## config.mk

```make
export PLATFORM = sky130hd
export DESIGN_NAME = fir_filter_seq_flat
export DESIGN_NICKNAME = d
export VERILOG_FILES = /design/src/rtl/fir_filter_seq_if.sv /design/src/rtl/fir_filter_seq.sv /design/src/flat_wrapper.sv
export SDC_FILE = /design/constraint.sdc
export NUM_CORES = 2
export LEC_CHECK = 0
export CORE_ASPECT_RATIO = 2
export CORE_MARGIN = 5
export CORE_UTILIZATION = 55
export CTS_BUF_LIST = sky130_fd_sc_hd__clkbuf_4
export CTS_CLUSTER_DIAMETER = 50
export DETAILED_ROUTE_END_ITERATION = 8
export PLACE_DENSITY = 0.71
export SLEW_MARGIN = 20
export SYNTH_ARGS = -nofsm -noshare
export SYNTH_HDL_FRONTEND = slang
export SYNTH_SLANG_ARGS = --single-unit
```

## constraint.sdc

```tcl
create_clock -name clk -period 69 [get_ports clk]
set_clock_uncertainty 0.1 [all_clocks]
set_input_delay 13.8 -clock clk [delete_from_list [all_inputs] [get_ports clk]]
set_output_delay 13.8 -clock clk [all_outputs]
set_load 0.02 [all_outputs]
```

## src/rtl/fir_filter_seq_if.sv

```systemverilog
// ---------------------------------------------------------------------------
// fir_filter_seq_if
//   Handshake and coefficient-load bundle for the time-multiplexed FIR filter.
//
//   Parameters
//     DW     signed sample width (input and output)
//     CW     signed coefficient width
//     NTAPS  tap count; sets the coefficient address width
//
//   Signals
//     in_valid / in_ready / in_data     sample stream into the filter
//     out_valid / out_ready / out_data  filtered stream out of the filter
//     coef_we / coef_addr / coef_data   coefficient write port (addr 0 = newest)
//     busy                              filter is in MAC or OUT
//
//   Modports
//     master  the surrounding system (sample source, sink, coefficient loader)
//     slave   the filter itself
// ---------------------------------------------------------------------------
interface fir_filter_seq_if #(
    parameter int DW    = 8,
    parameter int CW    = 16,
    parameter int NTAPS = 64
);
    localparam int AWD = $clog2(NTAPS);

    logic                  in_valid;
    logic                  in_ready;
    logic signed [DW-1:0]  in_data;

    logic                  out_valid;
    logic                  out_ready;
    logic signed [DW-1:0]  out_data;

    logic                  coef_we;
    logic [AWD-1:0]        coef_addr;
    logic signed [CW-1:0]  coef_data;

    logic                  busy;

    modport master (
        output in_valid, in_data, out_ready, coef_we, coef_addr, coef_data,
        input  in_ready, out_valid, out_data, busy
    );

    modport slave (
        input  in_valid, in_data, out_ready, coef_we, coef_addr, coef_data,
        output in_ready, out_valid, out_data, busy
    );
endinterface

```

## src/rtl/fir_filter_seq.sv

```systemverilog
// ---------------------------------------------------------------------------
// fir_filter_seq
//   Time-multiplexed FIR filter: one multiplier-accumulator walks over NTAPS
//   taps for every accepted sample, then presents a rounded, scaled result on
//   a valid/ready output. Coefficients are loaded at runtime, only while idle.
//
//   Parameters
//     DW     signed sample width                  (default 8)
//     CW     signed coefficient width             (default 16)
//     NTAPS  tap count, 2..256                    (default 64)
//     SHIFT  arithmetic right shift of the sum    (default 24, 0..AW-1)
//
//   Ports
//     clk       clock
//     reset     asynchronous, active-high; clears all state incl. coefficients
//     bus       fir_filter_seq_if.slave: sample in/out handshakes, coefficient
//               write port and busy status
//     sat_flag  sticky clamp indicator (only when FIR_SAT_EN is defined)
//
//   Build option
//     FIR_SAT_EN  when defined, the scaled result is clamped to the DW-bit
//                 signed range and sat_flag records any clamp; otherwise the
//                 result is truncated (wraps) to DW bits.
//
//   Timing: the sample is accepted in IDLE, MAC runs exactly NTAPS cycles,
//   then OUT holds the result until out_ready. One sample per NTAPS+2 cycles
//   with out_ready tied high.
// ---------------------------------------------------------------------------
module fir_filter_seq #(
    parameter int DW    = 8,
    parameter int CW    = 16,
    parameter int NTAPS = 64,
    parameter int SHIFT = 24
) (
    input  logic             clk,
    input  logic             reset,
    fir_filter_seq_if.slave  bus
`ifdef FIR_SAT_EN
    ,
    output logic             sat_flag
`endif
);
    localparam int AWD = $clog2(NTAPS);
    localparam int PW  = DW + CW;
    localparam int AW  = DW + CW + $clog2(NTAPS);

    // Half-LSB of the shifted result; zero when no shift is applied.
    localparam int                 RSH      = (SHIFT > 0) ? SHIFT - 1 : 0;
    localparam logic signed [AW:0] RND_HALF = (SHIFT > 0) ? ((AW+1)'(1) <<< RSH) : '0;

`ifdef FIR_SAT_EN
    localparam logic signed [AW:0] OMAX = (AW+1)'((1 << (DW-1)) - 1);
    localparam logic signed [AW:0] OMIN = -OMAX - (AW+1)'(1);
`endif

    typedef enum logic [1:0] {
        S_IDLE,
        S_MAC,
        S_OUT
    } state_t;

    state_t                r_state;
    logic signed [DW-1:0]  r_x [NTAPS];
    logic signed [CW-1:0]  r_c [NTAPS];
    logic signed [AW-1:0]  r_acc;
    logic [AWD-1:0]        r_k;
    logic                  r_in_ready;
    logic                  r_out_valid;
    logic signed [DW-1:0]  r_out_data;
    logic                  r_busy;
`ifdef FIR_SAT_EN
    logic                  r_sat;
`endif

    logic signed [PW-1:0]  w_prod;
    logic signed [AW-1:0]  w_prod_ext;
    logic signed [AW-1:0]  w_acc_nxt;
    logic signed [AW:0]    w_scaled;
    logic                  w_addr_ok;
    logic                  w_last_tap;

    // Round half up, then arithmetic shift. One guard bit keeps the rounding
    // add from overflowing at the positive extreme of the accumulator.
    function automatic logic signed [AW:0] f_round(input logic signed [AW-1:0] a);
        logic signed [AW:0] t;
        t = {a[AW-1], a};
        t = (t + RND_HALF) >>> SHIFT;
        return t;
    endfunction

    // Reduce the scaled value to the output width: clamp or wrap.
    function automatic logic signed [DW-1:0] f_out(input logic signed [AW:0] r);
`ifdef FIR_SAT_EN
        if (r > OMAX)
            return OMAX[DW-1:0];
        else if (r < OMIN)
            return OMIN[DW-1:0];
        else
            return r[DW-1:0];
`else
        return r[DW-1:0];
`endif
    endfunction

`ifdef FIR_SAT_EN
    function automatic logic f_clamps(input logic signed [AW:0] r);
        return (r > OMAX) || (r < OMIN);
    endfunction
`endif

    // Single shared MAC: full signed product, sign-extended into the accumulator.
    assign w_prod     = r_c[r_k] * r_x[r_k];
    assign w_prod_ext = {{(AW-PW){w_prod[PW-1]}}, w_prod};
    assign w_acc_nxt  = r_acc + w_prod_ext;
    assign w_scaled   = f_round(w_acc_nxt);
    assign w_last_tap = (r_k == AWD'(NTAPS - 1));

    // Extra address bit so the range test stays meaningful for power-of-two NTAPS.
    assign w_addr_ok  = ({1'b0, bus.coef_addr} < (AWD+1)'(NTAPS));

    always_ff @(posedge clk or posedge reset) begin
        if (reset) begin
            r_state     <= S_IDLE;
            r_acc       <= '0;
            r_k         <= '0;
            r_in_ready  <= 1'b0;
            r_out_valid <= 1'b0;
            r_out_data  <= '0;
            r_busy      <= 1'b0;
`ifdef FIR_SAT_EN
            r_sat       <= 1'b0;
`endif
            for (int i = 0; i < NTAPS; i++) begin
                r_x[i] <= '0;
                r_c[i] <= '0;
            end
        end else begin
            case (r_state)
                S_IDLE: begin
                    // Also raises in_ready in the first cycle after reset.
                    r_in_ready <= 1'b1;

                    // Coefficients only change between passes; a write in the
                    // accept cycle is already visible to the first MAC cycle.
                    if (bus.coef_we && w_addr_ok)
                        r_c[bus.coef_addr] <= bus.coef_data;

                    if (bus.in_valid && r_in_ready) begin
                        r_x[0] <= bus.in_data;
                        for (int i = 1; i < NTAPS; i++)
                            r_x[i] <= r_x[i-1];
                        r_acc      <= '0;
                        r_k        <= '0;
                        r_in_ready <= 1'b0;
                        r_busy     <= 1'b1;
                        r_state    <= S_MAC;
                    end
                end

                S_MAC: begin
                    r_acc <= w_acc_nxt;
                    r_k   <= r_k + AWD'(1);
                    // Result is formed from the final sum directly so that
                    // out_valid rises in the cycle right after the last tap.
                    if (w_last_tap) begin
                        r_out_data  <= f_out(w_scaled);
                        r_out_valid <= 1'b1;
                        r_state     <= S_OUT;
`ifdef FIR_SAT_EN
                        if (f_clamps(w_scaled))
                            r_sat <= 1'b1;
`endif
                    end
                end

                S_OUT: begin
                    if (bus.out_ready) begin
                        r_out_valid <= 1'b0;
                        r_busy      <= 1'b0;
                        r_in_ready  <= 1'b1;
                        r_state     <= S_IDLE;
                    end
                end

                default: begin
                    r_out_valid <= 1'b0;
                    r_busy      <= 1'b0;
                    r_in_ready  <= 1'b0;
                    r_state     <= S_IDLE;
                end
            endcase
        end
    end

    assign bus.in_ready  = r_in_ready;
    assign bus.out_valid = r_out_valid;
    assign bus.out_data  = r_out_data;
    assign bus.busy      = r_busy;
`ifdef FIR_SAT_EN
    assign sat_flag      = r_sat;
`endif

endmodule

```

## src/flat_wrapper.sv

```systemverilog
// flat-port wrapper written by rule: the top's interface ports become plain ports
module fir_filter_seq_flat 
#(
    parameter int DW    = 8,
    parameter int CW    = 16,
    parameter int NTAPS = 64,
    parameter int SHIFT = 24
)
  (clk, reset, bus_in_valid, bus_in_data, bus_out_ready, bus_coef_we, bus_coef_addr, bus_coef_data, bus_in_ready, bus_out_valid, bus_out_data, bus_busy);
  fir_filter_seq_if #(.DW(DW), .CW(CW), .NTAPS(NTAPS)) bus_i ();
  input  logic clk;
  input  logic reset;
  input wire logic [$bits(bus_i.in_valid)-1:0] bus_in_valid;
  input wire logic [$bits(bus_i.in_data)-1:0] bus_in_data;
  input wire logic [$bits(bus_i.out_ready)-1:0] bus_out_ready;
  input wire logic [$bits(bus_i.coef_we)-1:0] bus_coef_we;
  input wire logic [$bits(bus_i.coef_addr)-1:0] bus_coef_addr;
  input wire logic [$bits(bus_i.coef_data)-1:0] bus_coef_data;
  output wire logic [$bits(bus_i.in_ready)-1:0] bus_in_ready;
  output wire logic [$bits(bus_i.out_valid)-1:0] bus_out_valid;
  output wire logic [$bits(bus_i.out_data)-1:0] bus_out_data;
  output wire logic [$bits(bus_i.busy)-1:0] bus_busy;
  assign bus_i.in_valid = bus_in_valid;
  assign bus_i.in_data = bus_in_data;
  assign bus_i.out_ready = bus_out_ready;
  assign bus_i.coef_we = bus_coef_we;
  assign bus_i.coef_addr = bus_coef_addr;
  assign bus_i.coef_data = bus_coef_data;
  assign bus_in_ready = bus_i.in_ready;
  assign bus_out_valid = bus_i.out_valid;
  assign bus_out_data = bus_i.out_data;
  assign bus_busy = bus_i.busy;
  fir_filter_seq #(.DW(DW), .CW(CW), .NTAPS(NTAPS), .SHIFT(SHIFT)) u_core (.clk(clk), .reset(reset), .bus(bus_i));
endmodule
```

-- Word level (Yosys, flattened, before mapping)
Cells that the tools add are included.
- register bits: 1584
- input bits: 35
- output and inout bits: 11
- word-level logic and storage cells: 189
- add/subtract/negate cells: 3
- $mul: 1
- order comparisons: 3
- equal/unequal tests: 6
- mux-type cells: 25
- bitwise gates (word level): 4
- reduce and logical (&&, ||, !) cells: 12
- operators by type and width (cell ; number):
    $bwmux 1024 ; 1
    $bmux 16 s6 ; 1
    $demux 16 s6 ; 1
    $pmux 30 s2 ; 1
    $bmux 8 s6 ; 1
    $mux 16 ; 3
    $add 30x25->31 const B ; 1
    $add 30x24->30 ; 1
    $mux 30 ; 1
    $mul 16x8->24 ; 1
    $mux 8 ; 2
    $ge 7x7->1 const B ; 2
    $not 6->7 ; 2
    $pmux 6 s2 ; 1
    $reduce_and 2->1 ; 5
    $pmux 1 s3 ; 3
    $reduce_and 3->1 ; 3
    $lt 7x1->1 const B ; 1
    $add 6x1->6 const B ; 1
    $eq 6x6->1 const B ; 1
    $mux 2 ; 3
    $mux 6 ; 1
    $pmux 2 s3 ; 1
    $mux 1 ; 5
    other kinds (8) ; 11

-- Longest topological paths before layout
- depth after elaboration: 7
- depth in mapped cells: 30
- mapped depth without buffers: 25

-- Least setup slack after synthesis
No wires, ideal clock.
- kind: input -> register
- start point: input bus_coef_addr[4]
- end point: register u_core.r_c[896] (netlist name)
- setup time: 0.125 ns
- arrival: 15.607 ns
- required time: 68.775 ns
- slack: 53.168 ns
- stages: 6
- path through: clkbuf_1 nor3_1 nor2b_1 clkbuf_1 clkbuf_1 mux2_2
- word-level cells in the longest chain between the ends: 6
- RTL lines (element ; line ; RTL):
    start, declared ; flat_wrapper.sv:17 ; input wire logic [$bits(bus_i.coef_addr)-1:0] bus_coef_addr;
    $not 6->7 (not written as such) * ; fir_filter_seq.sv:146 ; r_c[bus.coef_addr] <= bus.coef_data;
    $ge 7x7->1 (not written as such) or $lt 7x1->1 (tied branches) ; fir_filter_seq.sv:146 ;
    $logic_and 1x1->1 (not written as such) ; fir_filter_seq.sv:146 ;
    $mux 16 (not written as such) ; fir_filter_seq.sv:146 ;
    $demux 16 s6 * ; fir_filter_seq.sv:146 ;
    $bwmux 1024 * ; fir_filter_seq.sv:146 ;
    end signal, assigned by index ; fir_filter_seq.sv:146 ;
    end, declared ; fir_filter_seq.sv:64 ; logic signed [CW-1:0] r_c [NTAPS];
Mark *: on every way between the ends. The rest lies on a longest branch, timed or not.
A chain may end at the register's enable or synchronous reset.

==> qor.yml <==
setup_path:
  slowest_stage: "buf_4"
  cp_num_buf_inv: 8
  cp_common_cell: "buf_4"
  critPathMaxStageDelay_ps: 860
  cp.arrival_ps: 19900
  endpoint_kind: "async pin"
  crit_fanout: 131
  worst_r2r_path_depth: 26
  rrSetupSlack_ps: 57630
  startpoint_type: "input pin"
  crit_required_ps: 70020
  crit_chain: "clkdlybuf4s50_1 > inv_8 > buf_4 > buf_4 > buf_4 > buf_4 > buf_6 > buf_4"
  critical_path_class: "input pin to async pin"
  crit_family: "buffers and inverters"
  reg2reg_to: "u_core.bus.out_data[5]"
  r2r-start: "u_core.r_k[1]"
placed_design:
  gp_congestion: 0.8485
  pre_cts_ws_ps: 48450
  port_buffers: 45
  dpl.hpwl_um: 115900
global_route:
  grt_first_pass_wirelength_um: 294500
  met1_usage_pct: 29.18
  track_usage_pct: 25.57
  grt_max_degree: 257
  grt-busiest-layer: "met2"
  use_met3_pct: 3.932
  grt_remaining_overflow: 0
  grtUsageMet2_pct: 45.87
  first_global_vias: 51420
  antenna_found_initial: 11
drt:
  vias: 47530
  avgViaCountPerCell: 5.857
  finalWirelength_um: 186100
  ant_nets: 0
  detail_route.wl_per_cell_um: 22.94
  drc_errors: 0
  drt_iter0_markers: 3318
  firstDrtPassIters: 7
clock_tree:
  post_cts_resized: 0
  clk_pin_slew_ps: 70
  cts_hold_buf: 0
  post_cts_buffers: 0
  cts_tree: "built"
  cts-root-buf: "clkbuf_4"
  clockBufferDepth: 4
  insertion_delay_ps: 1130
  cts_buffers: 351
  h-tree-depth: 5
  clock_sinks: 1584
sta:
  timing.final.crit_share_pct: 27.37
  hold_viol_final: 0
  relSlewSlack_pct: 19.82
  setup_slack_ps: 50120
  fmax_ghz: 0.05296
  timing.hold.ws_ps: 342.0
  finalCriticalPeriod_ps: 18880
  timing.setup.tns_ps: 0
  rsz0062_at_grt: "no"
  worst_slew_pin_slew_ps: 1200
  maxSlewViolCount: 0
  finalSetupViolCount: 0
power_and_ir_drop:
  power_frac_clock_pct: 26.9
  leakage_nw: 42.22
  seq_power_share_pct: 39.4
  power.switching_w: 0.0009506
  cellPowerDensity_nw_per_um2: 32.54
  swShare_pct: 35.06
  irDropWorstVdd_uv: 37.41
  total_power_w: 0.002711
  power.internal_w: 0.001761
  p_comb_share_pct: 33.6
synthesis:
  async_flop_share_pct: 100.0
  post_synth_num_cell_types: 55
  synth_edf_count: 0
  syn_area_per_cell_um2: 12.95
  synth_warnings: 0
  synth_cells: 5959
  synth-main-ff-cell: "dfrtp_1"
  synth_seq_cells: 1584
  syn_area_um2: 77180
  ys_seq_area_share_pct: 51.36
  synth_nets: 6214
floorplanning:
  die_area_um2: 148400
  start_util_pct: 55.30
  rows: 194
  core_area_um2: 139600
  die_x_um: 274.9
  pin_count: 46
  die_h_um: 539.8
worst_hold_path:
  hold_path.class: "register to register"
  worstHoldPathCells: 2
  holdPathEnd: "u_core.r_x[360]"
  hp-start: "u_core.r_x[368]"
outcome:
  status: "completed"
final_layout:
  seq_area_um2: 39660
  filler_cell_count: 10900
  syn_to_final_growth_pct: 7.947
  multi_input_area_um2: 35290
  nets: 6266
  mostFrequentLayoutCells: "nand2_1 (1695), dfrtp_1 (1578), mux2_2 (1025)"
  layout-drive-gt1-share_pct: 35.23
  final_common_cell: "nand2_1"
  fin_util_pct: 59.69
job:
  cap_violations: 0
per-stage QoR:
step	cells	cell area [um^2]
after floorplan	5959	77180
after global placement	7520	78880
after detailed placement	7520	78890
after CTS	8106	83260
after global routing	8112	83300
final	8115	83310
cell usage after synthesis (43+ instances only):
cell / number / area (um^2)
buf_2: 50 / 250.2
nor2_1: 50 / 187.7
dfrtp_1: 1584 / 39640
mux2_2: 1025 / 11540
o21ai_0: 47 / 235.2
mux4_2: 503 / 11330
clkbuf_1: 336 / 1261
inv_1: 131 / 491.7
nand2_1: 1698 / 6374
fa_1: 152 / 3043
ha_1: 68 / 850.8
nand3_1: 43 / 215.2
and2_1: 67 / 419.2
buf_1: 44 / 165.2
per-layer routing:
metal / up-vias / part of all wire (%)
met5: - / 0.049
met4: 12 / 6.2
met3: 459 / 4.1
met2: 1190 / 54
met1: 25030 / 36
li1: 20840 / -
registers in the layout, summed over array words and instances, names as in the netlist:
name                  count
u_core.r_c             1024
u_core.r_acc             30
u_core.bus.out_valid      1
u_core.r_x              512
u_core.bus.in_ready       1
u_core.r_state            2
u_core.bus.busy           1
u_core.r_k                6
u_core.bus.out_data       7
worst max path at each step:
stage                     start              end  slack, ps  depth (start not counted)
after floorplan           reset  u_core.bus.busy      10410                          1
after global placement    reset  u_core.r_c[837]      48620                          8
after detailed placement  reset  u_core.r_c[628]      48450                          8
after CTS                 reset  u_core.r_c[384]      49670                          8
after global routing      reset  u_core.r_c[225]      49220                          8
final                     reset  u_core.r_c[242]      50120                          8
power groups by stage:
| stage | Combinational (W) | Clock, W | Sequential, W |
|---|---|---|---|
| floorplan | 0.000706 | 0 | 0.00105 |
| global placement | 0.000899 | 0 | 0.00108 |
| detailed placement | 0.000917 | 0 | 0.00109 |
| CTS | 0.000920 | 0.000752 | 0.00107 |
| global route | 0.000998 | 0.000798 | 0.00108 |
| finish | 0.000912 | 0.000731 | 0.00107 |
final cells by class:
class,count,area share [%]
Clock inverter,67,0.5677
Antenna cell,9,0.02703
Clock buffer,519,4.677
Sequential cell,1584,47.60
Tap cell,1862,2.796
Multi-Input combinational cell,3802,42.36
Inverter,131,0.5992
Timing Repair Buffer,141,1.377
kinds of logic after synthesis:
logic type,share of synthesized area (%)
flip-flops,51.36
multiplexers,29.65
AO/OA/AOI/OAI,0.9225
AND/OR/NAND/NOR,9.701
buffers and inverters,2.941
adder cells (fa/ha/maj),5.045
XOR/XNOR,0.3858
worst min-delay path, cell delays in order, from the launching register on:
cell,delay [ps]
dfrtp_1,370
nand2_1,60
nand2_1,50
Power figures use the tool's default switching activity.
